`src/rtl/ipml_prefetch_fifo_wr_if.sv`:
```
//-----------------------------------------------------------------------------
// ipml_prefetch_fifo_wr_if
//
// Purpose:
//   Write-side adapter between a valid/ready upstream stream and a FIFO write
//   port that signals "not full" on fifo_wr_vld. A 2-entry skid buffer
//   (head, tail) breaks every combinational path between the FIFO's
//   back-pressure and the upstream ready. This keeps one word per cycle
//   flowing while fifo_wr_vld stays high.
//
// Ports:
//   clk           rising-edge clock for all logic
//   rst_n         asynchronous active-low reset
//   in_valid      upstream word present
//   in_data       upstream word [DATA_W]
//   in_ready      block can take a word this cycle (state register decode)
//   fifo_wr_en    write request to FIFO (state register decode)
//   fifo_wr_data  write data to FIFO (head register) [DATA_W]
//   fifo_wr_vld   FIFO not full; a write commits when fifo_wr_en & fifo_wr_vld
//   wr_cnt        committed-write counter [CNT_W]
//
// Configuration:
//   IPML_WR_IF_CNT_EN  defined   -> wr_cnt counts commits, wrapping mod 2^CNT_W
//                      undefined -> wr_cnt tied to 0, no counter register
//-----------------------------------------------------------------------------
module ipml_prefetch_fifo_wr_if #(
    parameter int DATA_W = 32,
    parameter int CNT_W  = 16
) (
    input  logic              clk,
    input  logic              rst_n,
    input  logic              in_valid,
    input  logic [DATA_W-1:0] in_data,
    output logic              in_ready,
    output logic              fifo_wr_en,
    output logic [DATA_W-1:0] fifo_wr_data,
    input  logic              fifo_wr_vld,
    output logic [CNT_W-1:0]  wr_cnt
);

    // The encoding also gives the buffer occupancy.
    typedef enum logic [1:0] {
        ST_EMPTY = 2'd0,
        ST_ONE   = 2'd1,
        ST_TWO   = 2'd2
    } state_t;

    state_t            state;
    state_t            state_nxt;
    logic [DATA_W-1:0] head;
    logic [DATA_W-1:0] tail;

    logic accept;
    logic commit;
    logic load_head;   // head <= in_data
    logic load_tail;   // tail <= in_data
    logic shift_tail;  // head <= tail

    // Both handshakes come from registered decodes, so neither in_ready nor
    // fifo_wr_en has a combinational path from the other side's inputs.
    assign in_ready     = (state != ST_TWO);
    assign fifo_wr_en   = (state != ST_EMPTY);
    assign fifo_wr_data = head;

    assign accept = in_valid & in_ready;
    assign commit = fifo_wr_en & fifo_wr_vld;

    // NOTE: sequential state uses non-blocking assignments so every flop
    // samples pre-edge values, independent of block ordering.
    always_ff @(posedge clk or negedge rst_n) begin
        if (!rst_n) begin
            state <= ST_EMPTY;
        end else begin
            state <= state_nxt;
        end
    end

    // NOTE: every output of this block is defaulted first; a path that skips
    // an assignment would otherwise infer a latch.
    always_comb begin
        state_nxt  = state;
        load_head  = 1'b0;
        load_tail  = 1'b0;
        shift_tail = 1'b0;
        unique case (state)
            ST_EMPTY: begin
                if (accept) begin
                    load_head = 1'b1;
                    state_nxt = ST_ONE;
                end
            end
            ST_ONE: begin
                if (accept && commit) begin
                    // Head leaves and the new word replaces it, so
                    // fifo_wr_en stays high with no bubble.
                    load_head = 1'b1;
                end else if (accept) begin
                    load_tail = 1'b1;
                    state_nxt = ST_TWO;
                end else if (commit) begin
                    state_nxt = ST_EMPTY;
                end
            end
            ST_TWO: begin
                // in_ready is low here, so only a commit can happen.
                if (commit) begin
                    shift_tail = 1'b1;
                    state_nxt  = ST_ONE;
                end
            end
            default: state_nxt = ST_EMPTY;
        endcase
    end

    // NOTE: the data registers have no reset. The state register alone says
    // which entries are live, so contents after reset are don't-care. Head
    // only changes on a load or a commit, which holds fifo_wr_data steady
    // while the FIFO stalls.
    always_ff @(posedge clk) begin
        if (load_head) begin
            head <= in_data;
        end else if (shift_tail) begin
            head <= tail;
        end
        if (load_tail) begin
            tail <= in_data;
        end
    end

`ifdef IPML_WR_IF_CNT_EN
    logic [CNT_W-1:0] cnt;

    // The counter wraps naturally at 2^CNT_W.
    always_ff @(posedge clk or negedge rst_n) begin
        if (!rst_n) begin
            cnt <= '0;
        end else if (commit) begin
            cnt <= cnt + CNT_W'(1);
        end
    end

    assign wr_cnt = cnt;
`else
    assign wr_cnt = '0;
`endif

endmodule
```
`config.mk`:
```
export PLATFORM = sky130hd
export DESIGN_NAME = ipml_prefetch_fifo_wr_if
export DESIGN_NICKNAME = d
export VERILOG_FILES = /design/src/rtl/ipml_prefetch_fifo_wr_if.sv
export SDC_FILE = /design/constraint.sdc
export NUM_CORES = 1
export LEC_CHECK = 0
export ABC_AREA = 1
export CORE_UTILIZATION = 49
export CTS_CLUSTER_DIAMETER = 30
export CTS_CLUSTER_SIZE = 20
export DETAILED_ROUTE_END_ITERATION = 8
export PLACE_DENSITY = 0.87
export SYNTH_ARGS = -nofsm -noshare
export SYNTH_HDL_FRONTEND = slang
export SYNTH_SLANG_ARGS = --single-unit
```
`constraint.sdc`:
```
create_clock -name clk -period 5.2 [get_ports clk]
set_input_delay 1.3 -clock clk [delete_from_list [all_inputs] [get_ports clk]]
set_output_delay 1.3 -clock clk [all_outputs]
set_load 0.05 [all_outputs]
```
==> implementation parameters <==
Parameter                              Value

Finish
  Final net count    315
  Total non-filler cell area in the finished layout    3550 µm²
  End-of-flow core utilization    0.687
  Number of antenna repair diodes    0
  Synth-to-Final Area Change    33.0%
  Final instance count without filler cells    354
  Share of final-layout standard cells stronger than drive strength 1    0.0739
  Final-layout fill cell count    346

Floorplan
  I/O Pins    86
  Die span in y    75.8 µm
  Placeable core region    5170 µm²
  Cell row count    26
  Initial Utilization    0.516
  Horiz. Die Dim    75.8 µm
  Die Outline Area    5750 µm²

Route
  Post-detailed-route wirelength per cell    13.2 µm
  Vias per inst    4.80
  First-pass detailed-route iteration total    4
  DRT iter0 DRCs    94
  Total number of vias    1,698
  Routed Wire Length    4670 µm
  Remaining antenna violation count    0
  Number of DRC violations after detailed routing    0

Timing
  Unrepaired setup endpoints after global routing    no
  Final setup violation count    0
  Final setup TNS    0 ns
  Least-Margin Pin Slew    0.860 ns
  Slew Limit Headroom    0.425
  Post-route fraction of the period consumed by the critical path    0.624
  Hold violation total from the final report    0
  Clock skew after layout    0.00331 ns
  Minimum clock period after layout    3.25 ns
  Slew Viols, Final    0
  Timing-limited maximum frequency    0.308 GHz
  Final worst slack    1.95 ns

Power and ir drop
  Worst vdd ir    0.000337 V
  Leak    1.40 nW
  Power per cell area    409 nW/µm²

Logic synthesis
  Number of library cell types mapped by synthesis    14
  Post-synth ARST share    0.0303
  Mapped Cells    208
  Most area-hungry cell type in the Yosys netlist    sky130_fd_sc_hd__edfxtp_1
  Syn_area_per_cell    12.8 µm²
  Register area share after synthesis    0.738
  Most common cell in the synthesized netlist    sky130_fd_sc_hd__nand2_1
  Flip-flop cell with the highest count after synthesis    sky130_fd_sc_hd__edfxtp_1
  Number of synthesized flops with an enable pin    64
  Synth Register Bits    66
  Top cells by area, synth    sky130_fd_sc_hd__edfxtp_1 (72%), sky130_fd_sc_hd__nand2_1 (9.8%), sky130_fd_sc_hd__nand3_1 (6.2%)
  Yosys warns    0
  Fraction of synthesized cell area taken by the top area cell type    0.719
  Top cells by instance count after synthesis    sky130_fd_sc_hd__nand2_1 (70), sky130_fd_sc_hd__edfxtp_1 (64), sky130_fd_sc_hd__nand3_1 (33)
  Post-synthesis cell area    2670 µm²

Worst setup path
  Kind of cell adding the most delay to the critical path    simple AND/OR/NAND/NOR gates
  CP Cell Sequence    clkdlybuf4s50_1 > inv_2 > nor2_8 > nand2_4 > nand2_1 > buf_4
  Worst endpoint required time    5.21 ns
  Signal arrival time at the worst endpoint    3.25 ns
  Buf/Inv on CP    3
  Kind of critical path    input port to register
  Biggest cell delay along the critical path    0.51 ns
  CP Capture Type    register
  Crit path max-delay cell type    sky130_fd_sc_hd__clkdlybuf4s50_1
  Nature of the critical path startpoint    input port
  Top fanout value on the critical path    34

CTS
  Total of hold buffers inserted after clock tree synthesis    0
  Number of instances resized during post-cts repair    0
  CTS max path bufs    2
  TritonCTS clock tree    done
  Clk_lat worst skew    0.34 ns
  Number of setup buffers added after CTS    0
  Clock Root Buffer    sky130_fd_sc_hd__clkbuf_8
  CTS Sinks    66
  # H-tree levels    3
  Number of buffers inserted during clock tree synthesis    9
  Clock slew seen by the registers of the worst setup and hold paths    0.06 ns

Global route
  Aggregate global-route resource usage    0.178
  Pin count of the biggest net entering global routing    36
  Number of antenna violations at the first check in global routing    0
  Vias in the first global route    1,528
  Congestion Overflow GR    0
  Global-route wire length before repair    7000 µm

Hold path
  Type of the tightest min-delay check    register to register

Place
  Standard cell area after detailed placement    3330 µm²
  Number of port buffers    69
  Inst Count DP    338
  Worst slack, placed    1.58 ns
  Detailed-placement wirelength estimate    3160 µm
  Final weighted congestion of routability-driven global placement    0.693

Run status
  Run status    completed

Flow run
  # Max-Cap Violations    0
layer usage:
metal	vias to the layer above	routed length (µm)	global-route usage
met3	7	376	0.0648
met2	98	2420	0.304
met1	770	1810	0.204
li1	823	-	-
met4	0	65	0.0679
met5	-	0	0
metrics by stage:
step	power (mW)	hold WS, ns
after global placement	1.01	0.492
after detailed placement	1.01	0.504
after floorplan	0.914	0.487
after CTS	1.46	0.520
final	1.45	0.518
after global routing	1.50	0.536
path summary, 6_finish.rpt:
check	slack, ns	depth (start not counted)	from	endpoint
max in group asynchronous	3.95	1	rst_n	state[1]
setup reg to reg	3.01	4	state[1]	fifo_wr_data[11]
min in group asynchronous	1.13	1	rst_n	state[0]
hold / removal	0.52	2	tail[27]	fifo_wr_data[27]
hold reg to reg	0.52	2	tail[27]	fifo_wr_data[27]
setup / recovery	1.95	6	in_valid	fifo_wr_data[11]
placed cells by master, fill, tap and decap left out:
cell type	instances
sky130_fd_sc_hd__nor2_8	1
sky130_fd_sc_hd__clkdlybuf4s50_1	69
sky130_fd_sc_hd__clkinv_2	1
sky130_fd_sc_hd__dfrtp_1	2
sky130_fd_sc_hd__edfxtp_1	64
sky130_fd_sc_hd__nand3_1	33
sky130_fd_sc_hd__clkinvlp_4	1
sky130_fd_sc_hd__o21ai_0	1
sky130_fd_sc_hd__inv_2	1
sky130_fd_sc_hd__nand2_1	70
sky130_fd_sc_hd__clkbuf_8	9
sky130_fd_sc_hd__nor2_4	1
sky130_fd_sc_hd__inv_1	4
sky130_fd_sc_hd__clkinv_1	1
sky130_fd_sc_hd__nand2_4	2
sky130_fd_sc_hd__conb_1	16
sky130_fd_sc_hd__clkinv_4	2
sky130_fd_sc_hd__nor2_1	3
sky130_fd_sc_hd__buf_4	1
sky130_fd_sc_hd__bufinv_16	2
state kept, by name (all words and copies together), names as in the netlist:
name,cells
fifo_wr_data,32
state,2
tail,32
kinds of logic (layout without fill, tap and decap cells):
logic type	Yosys count	in the layout	synth area share
AND/OR/NAND/NOR	110	110	0.182
AO/OA/AOI/OAI	1	1	0.00187
buffers and inverters	30	91	0.0768
other	1	16	0.00140
flip-flops	66	66	0.738
power breakdown:
part | switching, mW | total (mW) | internal, mW
Sequential | 0.0150 | 0.662 | 0.648
Combinational | 0.238 | 0.338 | 0.100
Clock | 0.184 | 0.452 | 0.268
final cells by class:
class,count,area [µm²],area share
flip-flops and latches,66,1970,0.555
repair buffers,70,698,0.197
multi-input cells,127,558,0.157
clock buffers,9,124,0.0349
clock inverters,7,93.8,0.0264
well taps,70,87.6,0.0247
inverters,5,18.8,0.00528
worst register-to-register path, delay by kind of cell, from the launching register on:
kind                   cells  cell delay, ns
buffers and inverters      1            0.36
DFF                        1            0.45
and+or+nand+nor            3            1.04
Power figures use the tool's default switching activity.
